`src/rtl/text_gfx_pipe.sv`:
```
`default_nettype none
// ============================================================================
// Module   : text_gfx_pipe
// Purpose  : Pipelined text-over-graphics pixel generator for the VGA path.
//            Converts raw timing counters into logical screen coordinates,
//            issues registered addresses to text/colour RAM, graphics RAM and
//            the charset ROM, and composes one COLOR_W pixel per clock with a
//            blinking block cursor. Sync is delayed to stay aligned with the
//            pixel. Total latency from inputs to pix_out_o is LAT = 6 edges.
// Revision : 1.0 - initial release
// ----------------------------------------------------------------------------
// Ports
//   clk            in   1        pixel clock
//   rst_n          in   1        asynchronous active-low reset
//   pix_x_i        in   16       raw horizontal counter
//   pix_y_i        in   16       raw vertical counter
//   pix_active_i   in   1        visible-region flag from timing block
//   frame_start_i  in   1        one-cycle pulse at the start of each frame
//   sync_in_i      in   2        {vsync,hsync} from timing block
//   char_addr_o    out  CA_W     text/colour RAM address (registered)
//   gfx_addr_o     out  GA_W     graphics RAM address (registered)
//   char_code_i    in   8        text RAM data
//   fg_color_i     in   COLOR_W  colour RAM foreground
//   bg_color_i     in   COLOR_W  colour RAM background
//   bg_index_i     in   4        0 selects graphics as the background
//   gfx_in_i       in   COLOR_W  graphics RAM data
//   glyph_addr_o   out  8        charset ROM address (registered char code)
//   glyph_i        in   64       8x8 glyph, row-major, MSB = top-left
//   cursor_x_i     in   7        cursor column
//   cursor_y_i     in   5        cursor row
//   cursor_en_i    in   1        cursor enable
//   pix_out_o      out  COLOR_W  output pixel (registered)
//   sync_out_o     out  2        sync_in_i delayed LAT cycles
//   screen_en_o    out  1        output pixel lies inside the logical screen
// ============================================================================
module text_gfx_pipe #(
  parameter int TEXT_COLS    = 80,
  parameter int TEXT_ROWS    = 25,
  parameter int GFX_W        = 320,
  parameter int GFX_H        = 200,
  parameter int SCALE_LOG2   = 1,
  parameter int COLOR_W      = 8,
  parameter int BLINK_FRAMES = 30,
  localparam int CA_W        = $clog2(TEXT_COLS * TEXT_ROWS),
  localparam int GA_W        = $clog2(GFX_W * GFX_H),
  localparam int LAT         = 6
) (
  input  logic               clk,
  input  logic               rst_n,
  input  logic [15:0]        pix_x_i,
  input  logic [15:0]        pix_y_i,
  input  logic               pix_active_i,
  input  logic               frame_start_i,
  input  logic [1:0]         sync_in_i,
  output logic [CA_W-1:0]    char_addr_o,
  output logic [GA_W-1:0]    gfx_addr_o,
  input  logic [7:0]         char_code_i,
  input  logic [COLOR_W-1:0] fg_color_i,
  input  logic [COLOR_W-1:0] bg_color_i,
  input  logic [3:0]         bg_index_i,
  input  logic [COLOR_W-1:0] gfx_in_i,
  output logic [7:0]         glyph_addr_o,
  input  logic [63:0]        glyph_i,
  input  logic [6:0]         cursor_x_i,
  input  logic [4:0]         cursor_y_i,
  input  logic               cursor_en_i,
  output logic [COLOR_W-1:0] pix_out_o,
  output logic [1:0]         sync_out_o,
  output logic               screen_en_o
);

  // Number of metadata stages between the input edge (E1) and the output
  // edge (E6): stages 1..5 hold the pixel after edges E1..E5.
  localparam int NSTG = LAT - 1;

  // Per-pixel metadata travelling alongside the memory accesses. The cursor
  // hit is resolved at E1 so that a pixel presented together with
  // frame_start still sees the cursor shadow and blink phase of the old frame.
  typedef struct packed {
    logic       in_scr;
    logic       hit;
    logic [1:0] sync;
    logic [2:0] fy;
    logic [2:0] fx;
  } meta_t;

  // Colour-RAM / graphics data captured at E3 and carried to the output.
  typedef struct packed {
    logic [COLOR_W-1:0] fg;
    logic [COLOR_W-1:0] bg;
    logic [COLOR_W-1:0] gfx;
    logic               bg_is_gfx;
  } cdat_t;

  localparam logic [15:0] GFX_W16 = 16'(GFX_W);
  localparam logic [15:0] GFX_H16 = 16'(GFX_H);

  // --------------------------------------------------------------------------
  // Registers
  // --------------------------------------------------------------------------
  meta_t              meta_q [1:NSTG];
  cdat_t              cdat_q [3:NSTG];
  logic [CA_W-1:0]    char_addr_q;
  logic [GA_W-1:0]    gfx_addr_q;
  logic [7:0]         glyph_addr_q;
  logic [63:0]        glyph_q;
  logic [COLOR_W-1:0] pix_out_q;
  logic [1:0]         sync_out_q;
  logic               screen_en_q;

  // Cursor shadow, loaded only on frame_start so a frame is never torn.
  logic [6:0]         cur_x_q;
  logic [4:0]         cur_y_q;
  logic               cur_en_q;

  logic               blink_phase;

  // --------------------------------------------------------------------------
  // E1 input stage: logical coordinates, screen test, address generation
  // --------------------------------------------------------------------------
  logic [15:0]        lx;
  logic [15:0]        ly;
  logic [15:0]        cell_x;
  logic [15:0]        cell_y;
  logic               in_scr;
  logic [CA_W-1:0]    char_addr_d;
  logic [GA_W-1:0]    gfx_addr_d;
  meta_t              meta_d;

  always_comb begin
    lx          = pix_x_i >> SCALE_LOG2;
    ly          = pix_y_i >> SCALE_LOG2;
    cell_x      = lx >> 3;
    cell_y      = ly >> 3;
    in_scr      = pix_active_i && (lx < GFX_W16) && (ly < GFX_H16);
    // Truncating arithmetic is safe: the result is only used when in_scr.
    char_addr_d = CA_W'(cell_y) * CA_W'(TEXT_COLS) + CA_W'(cell_x);
    gfx_addr_d  = GA_W'(ly) * GA_W'(GFX_W) + GA_W'(lx);

    meta_d        = '0;
    meta_d.in_scr = in_scr;
    meta_d.hit    = cur_en_q && !blink_phase &&
                    (cell_x == 16'(cur_x_q)) && (cell_y == 16'(cur_y_q));
    meta_d.sync   = sync_in_i;
    meta_d.fy     = ly[2:0];
    meta_d.fx     = lx[2:0];
  end

  // --------------------------------------------------------------------------
  // E6 output composition
  // --------------------------------------------------------------------------
  logic [5:0]         glyph_idx;
  logic               glyph_bit;
  logic [COLOR_W-1:0] pix_d;

  always_comb begin
    // Row-major glyph with the MSB at the top-left corner.
    glyph_idx = 6'd63 - {meta_q[NSTG].fy, meta_q[NSTG].fx};
    glyph_bit = glyph_q[glyph_idx] ^ meta_q[NSTG].hit;
    pix_d     = '0;
    if (meta_q[NSTG].in_scr) begin
      if (glyph_bit) begin
        pix_d = cdat_q[NSTG].fg;
      end else if (cdat_q[NSTG].bg_is_gfx) begin
        pix_d = cdat_q[NSTG].gfx;
      end else begin
        pix_d = cdat_q[NSTG].bg;
      end
    end
  end

  // --------------------------------------------------------------------------
  // Pipeline registers
  // --------------------------------------------------------------------------
  always_ff @(posedge clk or negedge rst_n) begin
    if (!rst_n) begin
      for (int i = 1; i <= NSTG; i++) begin
        meta_q[i] <= '0;
      end
      for (int i = 3; i <= NSTG; i++) begin
        cdat_q[i] <= '0;
      end
      char_addr_q  <= '0;
      gfx_addr_q   <= '0;
      glyph_addr_q <= '0;
      glyph_q      <= '0;
      pix_out_q    <= '0;
      sync_out_q   <= '0;
      screen_en_q  <= 1'b0;
      cur_x_q      <= '0;
      cur_y_q      <= '0;
      cur_en_q     <= 1'b0;
    end else begin
      // E1
      meta_q[1] <= meta_d;
      if (in_scr) begin
        char_addr_q <= char_addr_d;
        gfx_addr_q  <= gfx_addr_d;
      end
      for (int i = 2; i <= NSTG; i++) begin
        meta_q[i] <= meta_q[i-1];
      end

      // E3: RAM data for the pixel addressed at E1 is valid now.
      cdat_q[3].fg        <= fg_color_i;
      cdat_q[3].bg        <= bg_color_i;
      cdat_q[3].gfx       <= gfx_in_i;
      cdat_q[3].bg_is_gfx <= (bg_index_i == 4'd0);
      glyph_addr_q        <= char_code_i;
      for (int i = 4; i <= NSTG; i++) begin
        cdat_q[i] <= cdat_q[i-1];
      end

      // E5: ROM data for the glyph address issued at E3.
      glyph_q <= glyph_i;

      // E6
      pix_out_q   <= pix_d;
      sync_out_q  <= meta_q[NSTG].sync;
      screen_en_q <= meta_q[NSTG].in_scr;

      if (frame_start_i) begin
        cur_x_q  <= cursor_x_i;
        cur_y_q  <= cursor_y_i;
        cur_en_q <= cursor_en_i;
      end
    end
  end

  // --------------------------------------------------------------------------
  // Cursor blink: the phase toggles every BLINK_FRAMES frame_start pulses.
  // --------------------------------------------------------------------------
  generate
    if (BLINK_FRAMES == 0) begin : g_blink_off
      assign blink_phase = 1'b0;
    end else begin : g_blink_on
      localparam int CNT_W = (BLINK_FRAMES > 1) ? $clog2(BLINK_FRAMES) : 1;
      localparam logic [CNT_W-1:0] CNT_LAST = CNT_W'(BLINK_FRAMES - 1);

      logic [CNT_W-1:0] blink_cnt_q;
      logic             blink_phase_q;

      always_ff @(posedge clk or negedge rst_n) begin
        if (!rst_n) begin
          blink_cnt_q   <= '0;
          blink_phase_q <= 1'b0;
        end else if (frame_start_i) begin
          if (blink_cnt_q == CNT_LAST) begin
            blink_cnt_q   <= '0;
            blink_phase_q <= ~blink_phase_q;
          end else begin
            blink_cnt_q <= blink_cnt_q + 1'b1;
          end
        end
      end

      assign blink_phase = blink_phase_q;
    end
  endgenerate

  assign char_addr_o  = char_addr_q;
  assign gfx_addr_o   = gfx_addr_q;
  assign glyph_addr_o = glyph_addr_q;
  assign pix_out_o    = pix_out_q;
  assign sync_out_o   = sync_out_q;
  assign screen_en_o  = screen_en_q;

endmodule
`default_nettype wire
```
`config.mk`:
```
export PLATFORM = sky130hd
export DESIGN_NAME = text_gfx_pipe
export DESIGN_NICKNAME = d
export VERILOG_FILES = /design/src/rtl/text_gfx_pipe.sv
export SDC_FILE = /design/constraint.sdc
export NUM_CORES = 1
export LEC_CHECK = 0
export ABC_AREA = 1
export BUFFER_PORTS_ARGS = -buffer_cell sky130_fd_sc_hd__buf_2
export CAP_MARGIN = 20
export CORE_MARGIN = 2
export CORE_UTILIZATION = 45
export CTS_BUF_LIST = sky130_fd_sc_hd__clkbuf_4
export DETAILED_ROUTE_END_ITERATION = 7
export GPL_TIMING_DRIVEN = 0
export PLACE_DENSITY = 0.68
export SLEW_MARGIN = 20
export SYNTH_ARGS = -nofsm -noshare
export SYNTH_HDL_FRONTEND = slang
export SYNTH_SLANG_ARGS = --single-unit
```
`constraint.sdc`:
```
create_clock -name clk -period 2.4 [get_ports clk]
set_clock_uncertainty 0.2 [all_clocks]
set_input_delay 0.36 -clock clk [delete_from_list [all_inputs] [get_ports clk]]
set_output_delay 0.36 -clock clk [all_outputs]
set_load 0.02 [all_outputs]
```
Word-level counts from Yosys, hierarchy flattened
Cells that the tools add are included.

operators by class
  $add $sub $neg = 4
  multiply operators = 2
  $lt $le $gt $ge = 3
  equal/unequal tests = 3
  muxes and demuxes = 6
  bitwise gates (word level) = 2
  reductions and logical operators = 8

operator list
  kind                                                          count
  two-way mux 8 bit                                             3
  adder 16 x 15 -> 16 bit                                       1
  less-than comparator 15 x 8 -> 1 bit (second input constant)  1
  less-than comparator 15 x 9 -> 1 bit (second input constant)  1
  multiplier 15 x 3 -> 10 bit (second input constant)           1
  equality test 12 x 5 -> 1 bit                                 1
  equality test 12 x 7 -> 1 bit                                 1
  adder 11 bit                                                  1
  multiplier 11 x 3 -> 7 bit (second input constant)            1
  less-than comparator 6 x 7 -> 1 bit (second input constant)   1
  binary-select mux 1 bit (select 6 bit)                        1
  subtractor 6 bit (first input constant)                       1
  adder 5 x 1 -> 5 bit (second input constant)                  1
  equality test 5 bit (second input constant)                   1
  logical AND 1 bit                                             5
  two-way mux 5 bit                                             1
  logical NOT 4 bit                                             1
  AND reduction 2 bit                                           1
  logical NOT 1 bit                                             1
  two-way mux 1 bit                                             1
  NOT 1 bit                                                     1
  XOR 1 bit                                                     1

storage, ports and cells
  register bits = 254

Logic depth before layout (Yosys ltp)
Gate-level depths: netlist (run 1).

  depth after elaboration = 6
  gate-level depth with buffers = 17

Least setup slack after synthesis (run 1)
OpenSTA, ideal clock, no wires.

  path kind = input to register
  start point = input pix_y_i[4]
  end point = register gfx_addr_q[15] (netlist: gfx_addr_o[15])
  setup time = 0.065 ns
  data arrival time = 2.561 ns
  required time = 2.135 ns
  path slack = -0.426 ns
  stages = 16
  path through = ha_1 ha_1 nand2_1 nand2_1 a31oi_1 nor3_1 o22ai_1 inv_1 ha_1 inv_1 nor3_1 nand3_1 nand4_1 xnor2_1 nand2_1 nand2_1

between the ends
  word-level cells in the longest chain between the ends = 2
  elaborated cells between the ends (all ways) = 4

ends and longest elaborated chain
  what                                                                                 line      RTL
  from (decl)                                                                          51        input logic [15:0] pix_y_i,
  multiplier 15 x 3 -> 10 bit or less-than comparator 15 x 8 -> 1 bit (tied branches)  138, 135
  adder 16 x 15 -> 16 bit or logical AND 1 bit (tied branches)                         138, 135
  to (signal assigned)                                                                 198       gfx_addr_q <= gfx_addr_d;
  to (decl)                                                                            104       logic [GA_W-1:0] gfx_addr_q;

Several ways; a longest one is shown, not always the timed one.
A chain may end at the register's enable or synchronous reset.

Worst setup path in the final report (run 1)
Same ends and word-level chain as after synthesis.

==> results.md, run 1 <==
* Final core utilization at 0.661
* Core ar. at 19600 sq um
* WHS at 80.2 ps
* Area Overhead vs Synth at 42.7%
* CTS H-tree depth at 3
* Final global-route overflow total at 0
* Clock buffer depth at 3
* Seq/Total Area, Yosys at 0.693
* Synth Register Bits at 251
* Compound-Gate Fraction of Synth Area at 0.0417
* Number of vias per cell at 4.73
* Placed Instances at 1232
* Initial antenna violation count at 1
* Nets@finish at 1367
* First-pass GRT wire length at 37100 microns
* Total number of vias at 7045
* Vias in the first global route at 7610
* Crit-path max FO at 5
* Port bufs at 193
* Post-Syn Instances at 772
* CTS Buf Count at 68
* Initial drt markers at 273
* Drc violations at 0
* CP Data Required Time at 2750 ps
* Startpoint types: input port
* Adder-Cell Fraction of Synth Area at 0.0502
* Post-route cell area at 12900 sq um
* Die area at 21300 sq um
* Leak Pwr at 6.48 nW
* Synth Cell Area at 9070 sq um
* Fill cells at 1487
* RePlAce Congestion at 0.871
* Dpl cell area at 10600 sq um
* # clock sinks at 251
* Routed WL per cell at 15.4 microns
* Post-Syn Area per Cell at 11.7 sq um
* Max cap viols at 0
* Synth warn at 0
* # rows at 51
* Die width at 146 microns
* CTS tree: built
* Final WL at 22900 microns
* Worst-skew pair later-pin latency at 670 ps
* Worst slew pin tran at 643 ps
* Detailed Place HPWL at 13800 microns
* Crit path time final at 2320 ps
* Top Ports at 197
* GRT Util Overall at 0.221
* Clk root buf: clkbuf_4
* Max-slew violation count at 0
* Initial Util at 0.463
* Most frequent cells in the layout: dfrtp_1 (251), buf_2 (193), nand2_1 (187)
* Xor-xnor portion of the synthesized cell area at 0.0222
* Status: complete, no violations
* Fmax at 432 MHz
* Power per cell area at 740 nW/um^2
* Syn_nets at 957
* Antenna-violating nets left at 0
* Slew headroom at 0.571
* Largest family of logic cells by synthesized area: simple AND/OR/NAND/NOR gates
* Final hold vios at 0
* Die height at 146 microns
* Final setup violation count at 0
* Most common cell after layout, fill and taps aside: dfrtp_1
* Crit path capture type: flop
* WP data arrival at 2660 ps
* Pin count of the biggest net entering global routing at 87
* Layout cells sized above 1 at 0.292
* Worst Hold Class: input port to flop
* Yosys cell types at 37
* Post-Layout Cell Count at 1488
* VDD IR max at 470 uV
* Worst Path Class, Setup: input port to flop
* Tcrit/Tclk final at 0.965
* Unrepaired setup endpoints after global routing: false
* Clock slew at reported path FFs at 60 ps
* Pwr Total at 9.57 mW
* Mux contribution to synthesized area at 0.00883
* Pre-antenna DRT Iters at 4
* Post-Synth Simple-Gate Area at 0.144
[cells in the mapped netlist, drive strengths merged]
master | number | share of area
a211oi | 1 | 0.00083
a21o | 2 | 0.0017
a21oi | 12 | 0.0066
a221oi | 1 | 0.00097
a31oi | 4 | 0.0028
buf | 15 | 0.013
clkbuf | 7 | 0.0029
clkinv | 1 | 0.00041
dfrtp | 251 | 0.69
fa | 4 | 0.0088
ha | 30 | 0.041
inv | 57 | 0.024
mux2i | 8 | 0.0088
nand2 | 190 | 0.079
nand3 | 73 | 0.042
nand4 | 4 | 0.0028
nor2 | 34 | 0.014
nor3 | 2 | 0.0011
nor3b | 1 | 0.00083
nor4 | 4 | 0.0028
o2111ai | 4 | 0.0039
o211ai | 1 | 0.00083
o21ai | 32 | 0.018
o21bai | 2 | 0.0017
o22ai | 7 | 0.0048
or2 | 2 | 0.0014
xnor2 | 8 | 0.0077
xor2 | 15 | 0.014
[registers in the layout, summed over array words and instances (netlist names)]
| signal | cells |
|---|---|
| cur_y_q | 5 |
| pix_out_o | 8 |
| screen_en_o | 1 |
| glyph_addr_o | 8 |
| cur_x_q | 7 |
| sync_out_o | 2 |
| glyph_q | 64 |
| char_addr_o | 11 |
| meta_q | 50 |
| cdat_q | 75 |
| blink_phase | 1 |
| gfx_addr_o | 13 |
| cur_en_q | 1 |
| g_blink_on.blink_cnt_q | 5 |
[path summary, 6_finish.rpt]
path | from | to | slack [ps] | depth (start not counted)
min | pix_x_i[11] | meta_q[48] | 80 | 6
max reg2reg | meta_q[0] | pix_out_o[7] | 270 | 15
max in group asynchronous | rst_n | cdat_q[40] | 980 | 3
min reg2reg | meta_q[49] | meta_q[39] | 100 | 0
max | pix_y_i[4] | gfx_addr_o[15] | 80 | 14
min in group asynchronous | rst_n | glyph_q[20] | 100 | 2
[power by group]
group / internal, mW / switching [mW]
Clock: 2.00 / 1.70
Sequential: 4.46 / 0.110
Combinational: 0.628 / 0.674
[worst max-delay path: stages]
cell and delay (ps):
clkbuf_4 170, ha_4 240, ha_4 180, fa_2 380, a31oi_4 230, xnor2_2 100
ha_4 290, inv_2 50, nor3_4 180, nand3_1 100, nand4_1 110, xnor2_1 130
nand2_1 70, nand2_1 70
[through the flow]
| step | setup TNS, ps | worst slack (ps) |
|---|---|---|
| floorplan | -296 | -137 |
| global placement | -892340 | -3560 |
| detailed placement | -2470 | -575 |
| CTS | 0 | 88.7 |
| global route | 0 | 0.427 |
| finish | 0 | 83.9 |
[kinds of logic after synthesis]
kind of cell | after synthesis
AO/OA/AOI/OAI | 66
XOR/XNOR | 23
adder cells (fa/ha/maj) | 34
buffers and inverters | 80
flip-flops | 251
multiplexers | 8
AND/OR/NAND/NOR | 310
[per-layer routing]
metal  track usage  share of wire  wire [microns]
met1         0.252           0.40            9050
met2         0.386           0.51           11700
met3        0.0621          0.058            1330
met4         0.106          0.035             795
met5             0              0               0
[repair_timing]
item | CTS | global route
setup buffers | 0 | 1
hold endpoints to repair | 219 | 0
hold buffers | 145 | 0
setup endpoints to repair | 0 | 14
resized for setup | 0 | 13
[area by class of cell]
cell class | instances | area [sq um] | area share
repair buffers | 341 | 2490 | 0.193
flip-flops and latches | 251 | 6280 | 0.485
inverters | 58 | 223 | 0.0172
clock buffers | 93 | 698 | 0.0539
clock inverters | 16 | 128 | 0.00986
well taps | 265 | 332 | 0.0256
plain buffers | 21 | 141 | 0.0109
multi-input cells | 441 | 2640 | 0.204
diodes | 2 | 5.00 | 0.000387
No activity file was read; power rests on OpenSTA's default activity.
==> run 2: changes to the inputs <==
--- a/config.mk
+++ b/config.mk
@@ -8,12 +8,11 @@
 export ABC_AREA = 1
 export BUFFER_PORTS_ARGS = -buffer_cell sky130_fd_sc_hd__buf_2
 export CAP_MARGIN = 20
-export CORE_MARGIN = 2
 export CORE_UTILIZATION = 45
 export CTS_BUF_LIST = sky130_fd_sc_hd__clkbuf_4
 export DETAILED_ROUTE_END_ITERATION = 7
 export GPL_TIMING_DRIVEN = 0
-export PLACE_DENSITY = 0.68
+export PLACE_DENSITY = 0.78
 export SLEW_MARGIN = 20
 export SYNTH_ARGS = -nofsm -noshare
 export SYNTH_HDL_FRONTEND = slang
==> results.md, run 2 (synthesis gave the netlist of run 1 again) <==
* Status: complete, no violations
* Largest reg by FF count: cdat_q
* Initial drt markers at 237
* CP Data Required Time at 2750 ps
* Drc violations at 0
* RePlAce Congestion at 0.899
* Clk root buf: clkbuf_4
* CTS tree: built
* CTS Buf Count at 66
* Fmax at 425 MHz
* Critical path's largest stage delay at 380 ps
* Die width at 144 microns
* Top Ports at 197
* Vias in the first global route at 7725
* Final WL at 24100 microns
* Detailed Place HPWL at 13800 microns
* Pre-antenna DRT Iters at 7
* Startpoint types: input port
* Fill cells at 1416
* Max cap viols at 0
* Dpl cell area at 10600 sq um
* Pwr Total at 9.54 mW
* Area Overhead vs Synth at 42.9%
* Leak Pwr at 6.50 nW
* Largest register FFs at 75
* Cell family with most CP delay: adder cells
* CP Cell Sequence: clkbuf_4 > ha_4 > ha_4 > fa_2 > a31oi_4 > xnor2_1 > ha_1 > inv_1 > nor3_2 > nand3_1 > nand4_1 > xnor2_1 > nand2_1 > nand2_1
* Pin count of the biggest net entering global routing at 95
* WP data arrival at 2700 ps
* Die height at 144 microns
* First-pass GRT wire length at 37300 microns
* Final TNS setup at 0 ps
* # rows at 51
* Final setup violation count at 0
* Total number of vias at 7107
* # clock sinks at 251
* Crit path time final at 2350 ps
* Core ar. at 19600 sq um
* Port bufs at 193
* Biggest regs: cdat_q x75, glyph_q x64, meta_q x50
* Worst slew pin tran at 639 ps
* Number of vias per cell at 4.76
* FF+latch area at 6280 sq um
* WHS at 77.9 ps
* Slew headroom at 0.574
* Antenna-violating nets left at 0
* Most common cell after layout, fill and taps aside: dfrtp_1
* Worst-skew pair later-pin latency at 650 ps
* Worst Path Class, Setup: input port to flop
* GRT Util Overall at 0.241
* Power per cell area at 736 nW/um^2
* Unrepaired setup endpoints after global routing: false
* Final hold vios at 0
* Max-slew violation count at 0
* Crit-path slowest cell: fa_2
* Final global-route overflow total at 0
* Multi-input gate area at 2620 sq um
* Die area at 20700 sq um
* Routed WL per cell at 16.1 microns
* Tcrit/Tclk final at 0.981
* Most frequent cells in the layout: dfrtp_1 (251), buf_2 (193), nand2_1 (187)
* Crit path buffers/inverters at 2
* VDD IR max at 453 uV
* Crit-path max FO at 5
* CTS H-tree depth at 3
* Post-route cell area at 13000 sq um
* Worst Hold Class: input port to flop
* Clock slew at reported path FFs at 70 ps
* Clock buffer depth at 3
* Layout cells sized above 1 at 0.283
* Nets@finish at 1371
* Initial antenna violation count at 1
* Crit path capture type: flop
* Initial Util at 0.463
-- run 2: routing by layer --
layer / wire length [microns] / global-route usage / vias to the layer above
met1: 9230 / 0.262 / 3404
met5: 0 / 0 / -
met4: 688 / 0.118 / 0
met2: 12800 / 0.435 / 274
met3: 1430 / 0.0606 / 61
li1: - / - / 3368
-- run 2: where the power goes --
group,switching (mW),internal (mW),total (mW),leakage (nW)
Clock,1.72,1.93,3.65,0.478
Combinational,0.683,0.631,1.31,2.99
Sequential,0.115,4.46,4.57,3.04
Total,2.52,7.02,9.54,6.50
-- run 2: final cells by class --
cell class	count	share of cell area
inverter	58	0.0172
antenna	1	0.000193
tap	265	0.0256
multi-input combinational	441	0.202
clock inverter	22	0.0118
buffer	21	0.0106
clock buffer	88	0.0510
sequential	251	0.485
timing repair buffer	347	0.197
-- run 2: repair_timing --
action,CTS,global route
gates resized for setup,0,7
setup endpoints to repair,0,16
hold endpoints to repair,219,1
hold buffers,149,1
setup buffers,0,2
-- run 2: final timing paths --
path | startpoint | endpoint | slack, ps | depth (start not counted)
min reg2reg | cdat_q[37] | cdat_q[12] | 120 | 0
min | pix_x_i[9] | char_addr_o[5] | 80 | 4
max | pix_y_i[4] | gfx_addr_o[15] | 50 | 14
max reg2reg | meta_q[1] | pix_out_o[5] | 220 | 14
max in group asynchronous | rst_n | cdat_q[50] | 650 | 4
min in group asynchronous | rst_n | glyph_q[12] | 90 | 2
-- run 2: per-stage QoR --
stage | setup slack, ps | instances | util
6_report | 45.3 | 1494 | 0.661
5_1_grt | 4.92 | 1494 | 0.661
4_1_cts | 60.6 | 1491 | 0.658
3_5_place_dp | -611 | 1232 | 0.541
3_3_place_gp | -3450 | 1230 | 0.538
2_1_floorplan | -137 | 772 | -
-- run 2: worst min-delay path: cells and delay by family --
kind                       cells  cell delay, ps
AOI/OAI and AO/OA              1              70
adders and majority gates      1             160
buffers and inverters          2             250
